$ cat src/rtl/instr_mem_writer_pkg.sv
// Shared opcodes, FSM encoding and instruction constants for the instruction-memory writer.
package instr_mem_writer_pkg;

  localparam int unsigned DATA_W  = 32;
  localparam int unsigned BYTE_W  = 8;
  localparam int unsigned INSTR_W = 8;

  localparam logic [BYTE_W-1:0] CMD_LOAD   = 8'h01;
  localparam logic [BYTE_W-1:0] CMD_COMMIT = 8'h02;
  localparam logic [BYTE_W-1:0] CMD_CLEAR  = 8'h03;

  localparam logic [INSTR_W-1:0] BLOCK_INSTR_NOP = 8'h00;
  localparam logic [DATA_W-1:0]  NOP_WORD        = DATA_W'(BLOCK_INSTR_NOP);

  typedef enum logic [2:0] {
    S_CMD    = 3'd0,
    S_L_ADDR = 3'd1,
    S_L_CNT  = 3'd2,
    S_L_DATA = 3'd3,
    S_C_ARG  = 3'd4,
    S_CLEAR  = 3'd5
  } state_t;

endpackage

$ cat src/rtl/instr_mem_writer_byte_word_assembler.sv
// Packs four host bytes, little-endian, into one 32-bit word; flags the completing byte.
module instr_mem_writer_byte_word_assembler
  import instr_mem_writer_pkg::*;
(
  input  logic              clk,
  input  logic              reset,
  input  logic              clr,
  input  logic              byte_en,
  input  logic [BYTE_W-1:0] in_byte,
  output logic              word_valid_c,
  output logic [DATA_W-1:0] word_c
);

  localparam int unsigned SR_W = DATA_W - BYTE_W;

  logic [1:0]      byte_cnt_q, byte_cnt_d;
  logic [SR_W-1:0] sr_q, sr_d;

  // Earlier bytes drift toward bit 0 so the first byte lands in bits 7:0.
  always_comb begin
    byte_cnt_d = byte_cnt_q;
    sr_d       = sr_q;
    if (clr) begin
      byte_cnt_d = 2'd0;
    end else if (byte_en) begin
      byte_cnt_d = byte_cnt_q + 2'd1;
      sr_d       = {in_byte, sr_q[SR_W-1:BYTE_W]};
    end
  end

  assign word_valid_c = byte_en && !clr && (byte_cnt_q == 2'd3);
  assign word_c       = {in_byte, sr_q};

  always_ff @(posedge clk) begin
    if (reset) begin
      byte_cnt_q <= 2'd0;
      sr_q       <= '0;
    end else begin
      byte_cnt_q <= byte_cnt_d;
      sr_q       <= sr_d;
    end
  end

endmodule

$ cat src/rtl/instr_mem_writer.sv
// Host byte-stream command parser that loads/clears instruction RAM and publishes program length.
module instr_mem_writer
  import instr_mem_writer_pkg::*;
#(
  parameter  int unsigned n_blocks = 256,
  localparam int unsigned AW       = $clog2(n_blocks)
) (
  input  logic              clk,
  input  logic              reset,
  input  logic [BYTE_W-1:0] in_data,
  input  logic              in_valid,
  output logic              in_ready,
  output logic              wr_en,
  output logic [AW-1:0]     wr_addr,
  output logic [DATA_W-1:0] wr_data,
  output logic [AW-1:0]     n_blocks_running,
  output logic [AW-1:0]     last_block,
  output logic              fetch_reset,
  output logic              busy,
  output logic              cmd_error
);

  localparam logic [AW-1:0] LAST_ADDR = AW'(n_blocks - 1);

  state_t            state_q, state_d;
  logic [AW-1:0]     addr_q, addr_d;
  logic [BYTE_W-1:0] cnt_q, cnt_d;
  logic              wr_en_q, wr_en_d;
  logic [AW-1:0]     wr_addr_q, wr_addr_d;
  logic [DATA_W-1:0] wr_data_q, wr_data_d;
  logic [AW-1:0]     run_q, run_d;
  logic [AW-1:0]     last_q, last_d;
  logic              fetch_reset_q, fetch_reset_d;
  logic              cmd_error_q, cmd_error_d;
  logic              busy_q, busy_d;

  logic              accept;
  logic              word_valid_c;
  logic [DATA_W-1:0] word_c;

  assign in_ready = !reset && (state_q != S_CLEAR);
  assign accept   = in_valid && in_ready;

  instr_mem_writer_byte_word_assembler u_asm (
    .clk          (clk),
    .reset        (reset),
    .clr          (state_q != S_L_DATA),
    .byte_en      (accept && (state_q == S_L_DATA)),
    .in_byte      (in_data),
    .word_valid_c (word_valid_c),
    .word_c       (word_c)
  );

  always_comb begin
    state_d       = state_q;
    addr_d        = addr_q;
    cnt_d         = cnt_q;
    wr_en_d       = 1'b0;
    wr_addr_d     = wr_addr_q;
    wr_data_d     = wr_data_q;
    run_d         = run_q;
    last_d        = last_q;
    fetch_reset_d = 1'b0;
    cmd_error_d   = 1'b0;

    case (state_q)
      S_CMD: begin
        if (accept) begin
          case (in_data)
            CMD_LOAD: begin
              state_d = S_L_ADDR;
              run_d   = '0;
            end
            CMD_COMMIT: state_d = S_C_ARG;
            CMD_CLEAR: begin
              // First NOP write goes out with the halt so both are visible together.
              state_d   = S_CLEAR;
              run_d     = '0;
              wr_en_d   = 1'b1;
              wr_addr_d = '0;
              wr_data_d = NOP_WORD;
            end
            default: cmd_error_d = 1'b1;
          endcase
        end
      end
      S_L_ADDR: begin
        if (accept) begin
          addr_d  = AW'(in_data);
          state_d = S_L_CNT;
        end
      end
      S_L_CNT: begin
        if (accept) begin
          cnt_d   = in_data;
          state_d = S_L_DATA;
        end
      end
      S_L_DATA: begin
        if (word_valid_c) begin
          wr_en_d   = 1'b1;
          wr_addr_d = addr_q;
          wr_data_d = word_c;
          addr_d    = (addr_q == LAST_ADDR) ? '0 : addr_q + 1'b1;
          if (cnt_q == '0) begin
            state_d = S_CMD;
          end else begin
            cnt_d = cnt_q - 8'd1;
          end
        end
      end
      S_C_ARG: begin
        if (accept) begin
          state_d = S_CMD;
          if (in_data == '0) begin
            run_d = '0;
          end else if (DATA_W'(in_data) >= n_blocks) begin
            // Lengths beyond the RAM saturate to the full RAM.
            run_d         = LAST_ADDR;
            last_d        = LAST_ADDR;
            fetch_reset_d = 1'b1;
          end else begin
            run_d         = AW'(in_data);
            last_d        = AW'(in_data - 8'd1);
            fetch_reset_d = 1'b1;
          end
        end
      end
      S_CLEAR: begin
        // Leave only after the final write has been on the port for its cycle.
        if (wr_addr_q == LAST_ADDR) begin
          state_d = S_CMD;
        end else begin
          wr_en_d   = 1'b1;
          wr_addr_d = wr_addr_q + 1'b1;
          wr_data_d = NOP_WORD;
        end
      end
      default: state_d = S_CMD;
    endcase

    busy_d = (state_d != S_CMD);
  end

  always_ff @(posedge clk) begin
    if (reset) begin
      state_q       <= S_CMD;
      addr_q        <= '0;
      cnt_q         <= '0;
      wr_en_q       <= 1'b0;
      wr_addr_q     <= '0;
      wr_data_q     <= '0;
      run_q         <= '0;
      last_q        <= '0;
      fetch_reset_q <= 1'b0;
      cmd_error_q   <= 1'b0;
      busy_q        <= 1'b0;
    end else begin
      state_q       <= state_d;
      addr_q        <= addr_d;
      cnt_q         <= cnt_d;
      wr_en_q       <= wr_en_d;
      wr_addr_q     <= wr_addr_d;
      wr_data_q     <= wr_data_d;
      run_q         <= run_d;
      last_q        <= last_d;
      fetch_reset_q <= fetch_reset_d;
      cmd_error_q   <= cmd_error_d;
      busy_q        <= busy_d;
    end
  end

  assign wr_en            = wr_en_q;
  assign wr_addr          = wr_addr_q;
  assign wr_data          = wr_data_q;
  assign n_blocks_running = run_q;
  assign last_block       = last_q;
  assign fetch_reset      = fetch_reset_q;
  assign cmd_error        = cmd_error_q;
  assign busy             = busy_q;

endmodule

$ cat config.mk
export PLATFORM = sky130hd
export DESIGN_NAME = instr_mem_writer
export DESIGN_NICKNAME = d
export VERILOG_FILES = /design/src/rtl/instr_mem_writer_pkg.sv /design/src/rtl/instr_mem_writer_byte_word_assembler.sv /design/src/rtl/instr_mem_writer.sv
export SDC_FILE = /design/constraint.sdc
export NUM_CORES = 1
export LEC_CHECK = 0
export BUFFER_PORTS_ARGS = -buffer_cell sky130_fd_sc_hd__buf_2
export CAP_MARGIN = 40
export CORE_ASPECT_RATIO = 0.7
export CORE_MARGIN = 2
export CORE_UTILIZATION = 30
export CTS_CLUSTER_SIZE = 8
export DETAILED_ROUTE_END_ITERATION = 16
export HOLD_SLACK_MARGIN = 0.08
export PLACE_DENSITY = 0.46
export SETUP_SLACK_MARGIN = 0.4
export SYNTH_ARGS = -nofsm -noshare
export SYNTH_HDL_FRONTEND = slang
export SYNTH_SLANG_ARGS = --single-unit
$ cat constraint.sdc
create_clock -name clk -period 1.8 [get_ports clk]
set_input_delay 0.36 -clock clk [delete_from_list [all_inputs] [get_ports clk]]
set_output_delay 0.36 -clock clk [all_outputs]
set_load 0.01 [all_outputs]
==> metrics.log, run 1 <==
[metrics] via count normalized by instance count: 5.16
[metrics] Total Die Area: 16900 µm²
[metrics] number of nets with antenna violations after routing: 0
[metrics] global-route usage over all layers: 18.9%
[metrics] die outline height: 109 µm
[metrics] share of the synthesized area in the top cell type: 44.3%
[metrics] Data arrival, critical path: 2.00 ns
[metrics] worst slew pin tran: 0.709 ns
[metrics] dominant cell type by area after synthesis: sky130_fd_sc_hd__dfxtp_1
[metrics] Post-Syn Area: 4750 µm²
[metrics] part of the total power dissipated in combinational logic: 5.6%
[metrics] Pwr Density: 609 nW/µm²
[metrics] smallest hold slack: 0.415 ns
[metrics] largest voltage drop on the vdd net: 0.337 mV
[metrics] count of different cell masters after synthesis: 60
[metrics] number of enable-type register cells in the synthesized netlist: 0
[metrics] synth warn: 0
[metrics] met3 track demand over resource in global routing: 3.26%
[metrics] layer carrying the most global-route usage: met1
[metrics] Min-Delay Path Class: in -> reg
[metrics] I/O Pins: 72
[metrics] Worst-Skew Late Latency: 0.35 ns
[metrics] via count of the first global-routing pass: 4721
[metrics] total of fill cells in the finished design: 1545
[metrics] clock tree from TritonCTS: done
[metrics] sum of negative setup slack: 0 ns
[metrics] number of H-tree levels: 3
[metrics] part of the total power dissipated in sequential elements: 51.3%
[metrics] RSZ-0062 raised after global routing: true
[metrics] Clock Sink Count: 105
[metrics] Setup violations, final: 0
[metrics] Crit Path Class: reg -> reg
[metrics] outcome: complete, no violations
[metrics] area of the core: 15500 µm²
[metrics] Max Cap Viol: 0
[metrics] largest net degree at the start of global routing: 62
[metrics] Root Buffer: sky130_fd_sc_hd__clkbuf_16
[metrics] internal reg-to-reg setup slack: 0.05 ns
[metrics] critical path launch point type: register
[metrics] Final Util: 47.9%
[metrics] cell types with the largest area share after synthesis: sky130_fd_sc_hd__dfxtp_1, sky130_fd_sc_hd__nand2_1, sky130_fd_sc_hd__a21oi_1
[metrics] wire length of the first global-routing pass: 24800 µm
[metrics] Synthesized Nets: 609
[metrics] count of input and output buffers: 71
[metrics] starting utilization of the core area: 30.6%
[metrics] period utilization: 97.2%
[metrics] remaining routing DRC violations: 0
[metrics] Clock transition at path regs: 0.07 ns
[metrics] number of antenna repair diodes: 0
[metrics] First DRT Iteration DRCs: 313
[metrics] final weighted congestion in routability-driven placement: 0.810
[metrics] Syn Inst Count: 588
[metrics] Final Routed Wirelength: 16100 µm
[metrics] Row Count: 38
[metrics] layout cells sized above 1: 46.1%
[metrics] final hold vios: 0
[metrics] Net count, final: 767
[metrics] Main synth FF type: sky130_fd_sc_hd__dfxtp_1
[metrics] clk_skew: 0.0107 ns
[metrics] CP required: 2.05 ns
[metrics] met1 usage in global routing: 28.8%
[metrics] total via count after detailed routing: 4907
[metrics] Async S/R FF share, synth: 0%
[metrics] leakage power of the design: 2.80 nW
[metrics] switching power: 0.00114 W
[metrics] Internal Power: 0.00338 W
[metrics] number of antenna violations at the first check in global routing: 0
[metrics] largest buffer count on any clock path: 2
[metrics] shortest period the worst path allows: 1.75 ns
[metrics] clock buffer count from CTS: 9
[metrics] register bit count reported by yosys: 105
[metrics] pins over their slew limit: 0
[metrics] worst-case headroom to the max-slew limit: 52.7%
[metrics] switching portion of total power: 25.3%
[metrics] post-detailed-placement half-perimeter wirelength: 10600 µm
[metrics] maximum clock rate: 572 MHz
[metrics] post-synthesis average cell area: 8.07 µm²
[metrics] maximum net fanout on the critical path: 6
[metrics] grt met2 use: 27.4%
[metrics] Layout area overhead: 56.3%
[metrics] drt first pass iters: 5
[metrics] chip width: 154 µm
[metrics] share of the yosys chip area belonging to registers: 44.3%
[metrics] Clock Power Share: 43.1%
[metrics] DR WL/cell: 16.9 µm
[metrics] total congestion overflow: 0
[metrics] sort of element at the end of the critical path: register
-- registers in the layout, summed over array words and instances (netlist names) --
signal / flops
addr_q: 8
busy: 1
cmd_error: 1
cnt_q: 8
fetch_reset: 1
last_block: 8
n_blocks_running: 8
state_q: 3
u_asm.byte_cnt_q: 2
u_asm.sr_q: 24
wr_addr: 8
wr_data: 32
wr_en: 1
-- cell usage in the layout (no fill, tap or decap), drive strengths merged, types with 6 or more instances in the layout --
cell type	netlist	routed
inv	10	11
a22o	6	6
a211oi	14	14
nor2	40	40
dfxtp	105	105
buf	19	187
nand2	111	111
o21ai	19	19
a21oi	83	83
a31oi	6	6
nand3	43	43
ha	10	10
clkbuf	26	13
xor2	6	6
nor3	14	14
-- power by group through the flow --
stage | Sequential, W | Clock [W] | Combinational, W
2_1_floorplan | 0.00238 | 0 | 0.000123
6_report | 0.00232 | 0.00195 | 0.000254
4_1_cts | 0.00232 | 0.00201 | 0.000235
3_3_place_gp | 0.00238 | 0 | 0.000219
5_1_grt | 0.00232 | 0.00209 | 0.000272
3_5_place_dp | 0.00238 | 0 | 0.000219
-- Yosys cell counts, types with 4 or more instances --
cell type,n
sky130_fd_sc_hd__nand2_1,111
sky130_fd_sc_hd__dfxtp_1,105
sky130_fd_sc_hd__a21oi_1,83
sky130_fd_sc_hd__nand3_1,43
sky130_fd_sc_hd__nor2_1,39
sky130_fd_sc_hd__clkbuf_1,26
sky130_fd_sc_hd__o21ai_0,18
sky130_fd_sc_hd__buf_2,14
sky130_fd_sc_hd__a211oi_1,13
sky130_fd_sc_hd__nor3_1,11
sky130_fd_sc_hd__ha_1,10
sky130_fd_sc_hd__inv_1,10
sky130_fd_sc_hd__a22o_1,6
sky130_fd_sc_hd__a31oi_1,6
sky130_fd_sc_hd__xor2_1,6
sky130_fd_sc_hd__and3_1,5
sky130_fd_sc_hd__a311oi_1,4
sky130_fd_sc_hd__nand2b_1,4
sky130_fd_sc_hd__xnor2_1,4
-- critical path, cell delays in order, from the launching register on --
cell,delay [ns]
sky130_fd_sc_hd__dfxtp_4,0.37
sky130_fd_sc_hd__buf_4,0.15
sky130_fd_sc_hd__nand3b_1,0.26
sky130_fd_sc_hd__buf_4,0.21
sky130_fd_sc_hd__buf_4,0.15
sky130_fd_sc_hd__buf_4,0.14
sky130_fd_sc_hd__o31a_1,0.27
sky130_fd_sc_hd__o32ai_1,0.12
-- cell type report --
cell class | instances | area [µm²] | share of cell area (%)
clock buffer | 9 | 225 | 3.04
timing repair buffer | 191 | 1570 | 21.2
inverter | 10 | 37.5 | 0.506
multi-input combinational | 429 | 3150 | 42.4
clock inverter | 7 | 66.3 | 0.894
tap | 200 | 250 | 3.37
sequential | 105 | 2120 | 28.6
-- final timing paths --
kind	from	end	cells after the start
worst max register to register	state_q[2]	cnt_q[6]	7
worst min register to register	wr_data[4]	wr_data[4]	2
worst min-delay path	in_data[2]	n_blocks_running[2]	3
worst max-delay path	state_q[2]	cnt_q[6]	7
-- layer usage --
metal  vias up  part of all wire, %  routed length [µm]
met5         -                    0                   0
met4         0                 0.97                 156
met3        13                  3.9                 619
met2       107                   42                6760
met1      2384                   53                8530
li1       2403                    -                   -
-- per-stage QoR --
step	setup WS (ns)	power (W)	cells	instance area (µm²)
global route	-0.0223	0.00469	951	7420
detailed placement	-0.289	0.00260	889	5940
floorplan	-0.0503	0.00250	588	5010
finish	0.0510	0.00452	951	7420
CTS	0.0319	0.00456	930	6720
global placement	-0.220	0.00260	889	5940
-- cells by family after synthesis --
group	count (synthesis)	synth area share, %
AO/OA/AOI/OAI	160	20.8
multiplexers	2	0.422
buffers and inverters	55	5.35
flip-flops	105	44.3
AND/OR/NAND/NOR	246	24.6
XOR/XNOR	10	1.84
adder cells (fa/ha/maj)	10	2.64
-- timing repair --
action	4_1_cts	5_1_grt
cloned	4	3
buffers inserted	21	18
endpoints found under the setup margin	104	105
endpoints found under the hold margin	0	0
gates resized for setup	54	131
pin swaps	18	56
hold buffers	0	0
Power figures use the tool's default switching activity.
==> run 2, diff against run 1 <==
--- a/config.mk
+++ b/config.mk
@@ -13,8 +13,7 @@
 export CTS_CLUSTER_SIZE = 8
 export DETAILED_ROUTE_END_ITERATION = 16
 export HOLD_SLACK_MARGIN = 0.08
-export PLACE_DENSITY = 0.46
-export SETUP_SLACK_MARGIN = 0.4
+export PLACE_DENSITY = 0.44
 export SYNTH_ARGS = -nofsm -noshare
 export SYNTH_HDL_FRONTEND = slang
 export SYNTH_SLANG_ARGS = --single-unit
==> constraint.sdc (replaced) <==
create_clock -name clk -period 2.2 [get_ports clk]
set_input_delay 0.44 -clock clk [delete_from_list [all_inputs] [get_ports clk]]
set_output_delay 0.44 -clock clk [all_outputs]
set_load 0.01 [all_outputs]
==> run 2 against run 1 <==
Net effect:
- utilization shrank 11 points
- combinational power is 37% lower
- critical path type is now reg -> out
- sequential share of layout area grew 7.9 points
- via count decreased by 8.3%
- clock skew fell by 0.0015 ns
- critical endpoint is now in_ready
- power fell by 20%
- clock power shrank 20%
- global-route usage shrank 0.69 points
==> metrics.log, run 2 (same netlist as run 1, synthesis figures left out) <==
[metrics] outcome: complete, no violations
[metrics] via count normalized by instance count: 5.17 (+0.27%)
[metrics] Root Buffer: sky130_fd_sc_hd__clkbuf_16
[metrics] maximum clock rate: 478 MHz
[metrics] sum of negative setup slack: 0 ns (unchanged)
[metrics] Min-Delay Path Class: in -> reg
[metrics] number of nets with antenna violations after routing: 0 (unchanged)
[metrics] cts-stage hold buffer count: 0 (unchanged)
[metrics] DR WL/cell: 17.0 µm (+0.75%)
[metrics] Pwr Density: 629 nW/µm² (+3.3%)
[metrics] leakage power of the design: 2.20 nW (-22%)
[metrics] Sequential cell area: 2100 µm² (-0.77%)
[metrics] layout cells sized above 1: 20.6% (-25 points)
[metrics] Data arrival, critical path: 1.65 ns (-0.35 ns)
[metrics] via count of the first global-routing pass: 4159 (-12%)
[metrics] I/O Pins: 72 (unchanged)
[metrics] flip-flop count of the largest register after layout: 32 (unchanged)
[metrics] Max Cap Viol: 0 (unchanged)
[metrics] commonest non-fill, non-tap cells in the layout: sky130_fd_sc_hd__nand2_1, sky130_fd_sc_hd__dfxtp_1, sky130_fd_sc_hd__a21oi_1
[metrics] global-route usage over all layers: 18.2% (-0.69 points)
[metrics] leading cell type in the layout, fill and taps excluded: sky130_fd_sc_hd__nand2_1
[metrics] largest net degree at the start of global routing: 62 (unchanged)
[metrics] shortest period the worst path allows: 2.09 ns
[metrics] critical path launch point type: register
[metrics] Crit Path Class: reg -> out
[metrics] largest voltage drop on the vdd net: 0.339 mV (+0.59%)
[metrics] sort of element at the end of the critical path: output port
[metrics] Total Die Area: 16900 µm² (unchanged)
[metrics] Layout area overhead: 21.3%
[metrics] count of input and output buffers: 71 (unchanged)
[metrics] Setup violations, final: 0 (unchanged)
[metrics] Clock transition at path regs: 0.08 ns (about the same)
[metrics] Final Routed Wirelength: 14800 µm (-7.8%)
[metrics] starting utilization of the core area: 30.6% (unchanged)
[metrics] final hold vios: 0 (unchanged)
[metrics] Worst-Skew Late Latency: 0.36 ns (about the same)
[metrics] Net count, final: 686 (-11%)
[metrics] Clock Sink Count: 105 (unchanged)
[metrics] die outline height: 109 µm (unchanged)
[metrics] maximum net fanout on the critical path: 10 (+4)
[metrics] final weighted congestion in routability-driven placement: 0.863 (+6.6%)
[metrics] wire length of the first global-routing pass: 23700 µm (-4.4%)
[metrics] First DRT Iteration DRCs: 295 (-5.8%)
[metrics] area of combinational cells with multiple inputs: 2390 µm² (-24%)
[metrics] number of antenna violations at the first check in global routing: 0 (unchanged)
[metrics] remaining routing DRC violations: 0 (unchanged)
[metrics] Row Count: 38 (unchanged)
[metrics] period utilization: 95.1%
[metrics] worst slew pin tran: 0.753 ns (+0.0438 ns)
[metrics] chip width: 154 µm (unchanged)
[metrics] number of antenna repair diodes: 0 (unchanged)
[metrics] largest buffer count on any clock path: 2 (unchanged)
[metrics] clk_skew: 0.00919 ns (-0.00149 ns)
[metrics] number of H-tree levels: 3 (unchanged)
[metrics] total of fill cells in the finished design: 1634 (+5.8%)
[metrics] worst-case headroom to the max-slew limit: 49.1% (-3.6 points)
[metrics] CP required: 1.76 ns (-0.29 ns)
[metrics] total congestion overflow: 0 (unchanged)
[metrics] total placed cells including tap cells: 854 (-3.9%)
[metrics] area of the core: 15500 µm² (unchanged)
[metrics] routed metal-1 wirelength: 8030 µm (-5.9%)
[metrics] total via count after detailed routing: 4501 (-8.3%)
[metrics] clock buffer count from CTS: 9 (unchanged)
[metrics] post-detailed-placement half-perimeter wirelength: 10800 µm (+1.3%)
[metrics] clock tree from TritonCTS: done
[metrics] RSZ-0062 raised after global routing: false
[metrics] Max Used Layer: met4
[metrics] drt first pass iters: 5 (unchanged)
[metrics] final cell count without fillers: 870 (-8.5%)
[metrics] pins over their slew limit: 0 (unchanged)
[metrics] sum of met2 wire segment lengths after detailed routing: 5790 µm (-14%)
[metrics] met3 routed WL: 848 µm (+37%)
-- run 2: cell types whose count changed in the layout (fill, tap and decap cells not counted), sizes merged --
| cell | delta |
|---|---|
| clkinv | -2 |
| inv | +2 |
| clkbuf | -3 |
| and3b | -1 |
| buf | -76 |
| clkinvlp | -1 |
-- run 2: worst paths after layout --
check / startpoint / to / depth (start not counted) / slack [ns]
worst max-delay path: state_q[1] / in_ready / 4 / 0.11
worst min-delay path: in_data[5] / n_blocks_running[5] / 2 / 0.43
worst max register to register: cnt_q[2] / cnt_q[5] / 5 / 0.19
worst min register to register: wr_data[4] / wr_data[4] / 2 / 0.45
-- run 2: layer usage --
layer | up-vias | global-route usage (%)
met5 | - | 0
met4 | 0 | 4.17
met1 | 2133 | 28.5
met2 | 132 | 24.8
li1 | 2223 | -
met3 | 13 | 4.01
-- run 2: area by class of cell --
cell class | instances | area share (%)
clock buffers | 10 | 3.97
multi-input cells | 428 | 41.6
flip-flops and latches | 105 | 36.5
repair buffers | 111 | 12.1
clock inverters | 6 | 0.891
inverters | 10 | 0.652
well taps | 200 | 4.34
-- run 2: what timing repair did --
| item | CTS | global route |
|---|---|---|
| gates resized for setup | 0 | 1 |
| endpoints found under the setup margin | 0 | 24 |
| setup buffers | 0 | 0 |
-- run 2: stage by stage --
stage	hold WS (ns)	utilization, %	total power [W]	setup WS, ns	area [µm²]
final	0.427	37.2	0.00363	0.107	5760
after global routing	0.420	37.2	0.00378	0.00599	5760
after CTS	0.420	37.1	0.00368	0.0953	5760
after detailed placement	0.444	35.3	0.00210	-0.0746	5480
after global placement	0.441	35.3	0.00211	0.0141	5480
after floorplan	0.437	-	0.00203	0.144	4750
-- run 2: critical path, cell delays in order (launching register included) --
cell and delay, ns:
sky130_fd_sc_hd__dfxtp_1 0.54, sky130_fd_sc_hd__buf_4 0.22, sky130_fd_sc_hd__and3b_1 0.28, sky130_fd_sc_hd__nor2_1 0.12, sky130_fd_sc_hd__buf_2 0.14
-- run 2: where the power goes --
group	internal [W]	total (W)	switching, W
clock network	0.000788	0.00156	0.000777
logic	0.0000515	0.000160	0.000108
registers	0.00190	0.00190	0.000000821
total	0.00274	0.00363	0.000886
==> run 3, diff against run 2 <==
--- a/config.mk
+++ b/config.mk
@@ -9,11 +9,11 @@
 export CAP_MARGIN = 40
 export CORE_ASPECT_RATIO = 0.7
 export CORE_MARGIN = 2
-export CORE_UTILIZATION = 30
+export CORE_UTILIZATION = 35
 export CTS_CLUSTER_SIZE = 8
 export DETAILED_ROUTE_END_ITERATION = 16
 export HOLD_SLACK_MARGIN = 0.08
-export PLACE_DENSITY = 0.44
+export PLACE_DENSITY = 0.5
 export SYNTH_ARGS = -nofsm -noshare
 export SYNTH_HDL_FRONTEND = slang
 export SYNTH_SLANG_ARGS = --single-unit
==> constraint.sdc (replaced) <==
create_clock -name clk -period 2.2 [get_ports clk]
set_input_delay 0.44 -clock clk [delete_from_list [all_inputs] [get_ports clk]]
set_output_delay 0.44 -clock clk [all_outputs]
set_load 0.005 [all_outputs]
==> run 3 against run 2 <==
Net effect:
- setup slack gained 0.075 ns
- die area shrank 14%
- cell area down 0.98%
- power is 0.64% higher
- combinational power is essentially flat
- wire length shrank 5.9%
- critical path depth did not move
- largest cell class unchanged
==> metrics.log, run 3 (same netlist as run 1, synthesis figures left out) <==
[metrics] Total Die Area: 14500 µm² (-14%)
[metrics] DR WL/cell: 16.4 µm (-3.7%)
[metrics] via count normalized by instance count: 5.28 (+2.1%)
[metrics] area of the core: 13200 µm² (-15%)
[metrics] pins over their slew limit: 0 (unchanged)
[metrics] global-route usage over all layers: 19.8% (+1.6 points)
[metrics] leading cell type in the layout, fill and taps excluded: sky130_fd_sc_hd__nand2_1
[metrics] drt first pass iters: 5 (unchanged)
[metrics] largest voltage drop on the vdd net: 0.379 mV (+12%)
[metrics] Setup violations, final: 0 (unchanged)
[metrics] Row Count: 35 (-7.9%)
[metrics] Root Buffer: sky130_fd_sc_hd__clkbuf_16
[metrics] placed cell areas: 5410 µm² (-1.3%)
[metrics] largest buffer count on any clock path: 2 (unchanged)
[metrics] post-detailed-placement half-perimeter wirelength: 9790 µm (-9.1%)
[metrics] Max Cap Viol: 0 (unchanged)
[metrics] Data arrival, critical path: 1.58 ns (-0.07 ns)
[metrics] I/O Pins: 72 (unchanged)
[metrics] final weighted congestion in routability-driven placement: 0.809 (-6.2%)
[metrics] maximum net fanout on the critical path: 7 (-3)
[metrics] clk_skew: 0.00564 ns (-0.00355 ns)
[metrics] sort of element at the end of the critical path: output port
[metrics] total congestion overflow: 0 (unchanged)
[metrics] sum of negative setup slack: 0 ns (unchanged)
[metrics] First DRT Iteration DRCs: 320 (+8.5%)
[metrics] Final Routed Wirelength: 13900 µm (-5.9%)
[metrics] worst slew pin tran: 0.675 ns (-0.0776 ns)
[metrics] Clock transition at path regs: 0.07 ns (about the same)
[metrics] die outline height: 101 µm (-7.1%)
[metrics] number of H-tree levels: 3 (unchanged)
[metrics] Net count, final: 681 (-0.73%)
[metrics] maximum clock rate: 496 MHz (+3.7%)
[metrics] Layout area overhead: 20.2%
[metrics] period utilization: 91.7% (-3.4 points)
[metrics] Min-Delay Path Class: in -> reg
[metrics] Pwr Density: 640 nW/µm² (+1.6%)
[metrics] remaining routing DRC violations: 0 (unchanged)
[metrics] Clock Sink Count: 105 (unchanged)
[metrics] worst-case headroom to the max-slew limit: 54.4% (+5.2 points)
[metrics] outcome: complete, no violations
[metrics] commonest non-fill, non-tap cells in the layout: sky130_fd_sc_hd__nand2_1, sky130_fd_sc_hd__dfxtp_1, sky130_fd_sc_hd__a21oi_1
[metrics] CP required: 1.76 ns (about the same)
[metrics] clock buffer count from CTS: 9 (unchanged)
[metrics] starting utilization of the core area: 36.0% (+5.4 points)
[metrics] flip-flop count of the largest register after layout: 32 (unchanged)
[metrics] clock tree from TritonCTS: done
[metrics] largest net degree at the start of global routing: 50 (-19%)
[metrics] total via count after detailed routing: 4492 (-0.20%)
[metrics] setup repair bufs after CTS: 0 (unchanged)
[metrics] RSZ-0062 raised after global routing: false
[metrics] number of antenna repair diodes: 0 (unchanged)
[metrics] via count of the first global-routing pass: 4116 (-1.0%)
[metrics] total of fill cells in the finished design: 1324 (-19%)
[metrics] Crit Path Class: reg -> out
[metrics] number of nets with antenna violations after routing: 0 (unchanged)
[metrics] chip width: 143 µm (-7.2%)
[metrics] layout cells sized above 1: 20.3% (-0.30 points)
[metrics] wire length of the first global-routing pass: 22400 µm (-5.6%)
[metrics] leakage power of the design: 2.17 nW (-1.0%)
[metrics] number of antenna violations at the first check in global routing: 0 (unchanged)
[metrics] critical path launch point type: register
[metrics] final design area excluding fillers: 5700 µm² (-0.98%)
[metrics] final hold vios: 0 (unchanged)
[metrics] count of input and output buffers: 71 (unchanged)
[metrics] Worst-Skew Late Latency: 0.35 ns (about the same)
[metrics] shortest period the worst path allows: 2.02 ns (-0.0750 ns)
==> run 3: layer usage <==
layer	track usage (%)	wire, µm
met3	4.44	915
met1	30.5	7400
met5	0	0
met4	5.10	145
met2	27.5	5470
==> run 3: worst paths after layout <==
check,start,to,slack [ns],cells after the start
worst max-delay path,state_q[0],in_ready,0.18,4
worst min-delay path,in_data[4],u_asm.sr_q[20],0.43,3
worst max register to register,cnt_q[2],cnt_q[6],0.26,5
worst min register to register,wr_data[2],wr_data[2],0.45,2
==> run 3: where the power goes <==
group,internal (W),switching [W]
clock network,0.000867,0.000723
logic,0.0000500,0.000107
registers,0.00190,0.00000114
==> run 3: critical path, cell delays in order (launching register included) <==
cell and delay, ns:
sky130_fd_sc_hd__dfxtp_1 0.45, sky130_fd_sc_hd__buf_4 0.19, sky130_fd_sc_hd__and3b_1 0.33, sky130_fd_sc_hd__nor2_1 0.10, sky130_fd_sc_hd__buf_2 0.15
==> run 3: area by class of cell <==
class                      instances  area, µm²  area share (%)
clock inverter                     3       22.5           0.395
timing repair buffer             106        643            11.3
tap                              185        231            4.06
clock buffer                      13        270            4.74
multi-input combinational        428       2390            42.0
sequential                       105       2100            36.9
inverter                          10       37.5           0.658
==> run 3: timing repair <==
action / 4_1_cts / 5_1_grt
setup endpoints to repair: 0 / 10
gates resized for setup: 0 / 3
hold buffers: 0 / 0
==> run 3: through the flow <==
stage | utilization, % | cells | hold WS (ns) | power, W | worst slack, ns
final | 43.3 | 850 | 0.425 | 0.00365 | 0.182
after global routing | 43.3 | 850 | 0.428 | 0.00378 | 0.0904
after CTS | 43.2 | 850 | 0.415 | 0.00370 | 0.0698
after detailed placement | 41.0 | 834 | 0.444 | 0.00210 | 0.0242
after global placement | 41.0 | 834 | 0.442 | 0.00210 | 0.0705
after floorplan | - | 588 | 0.437 | 0.00203 | 0.144
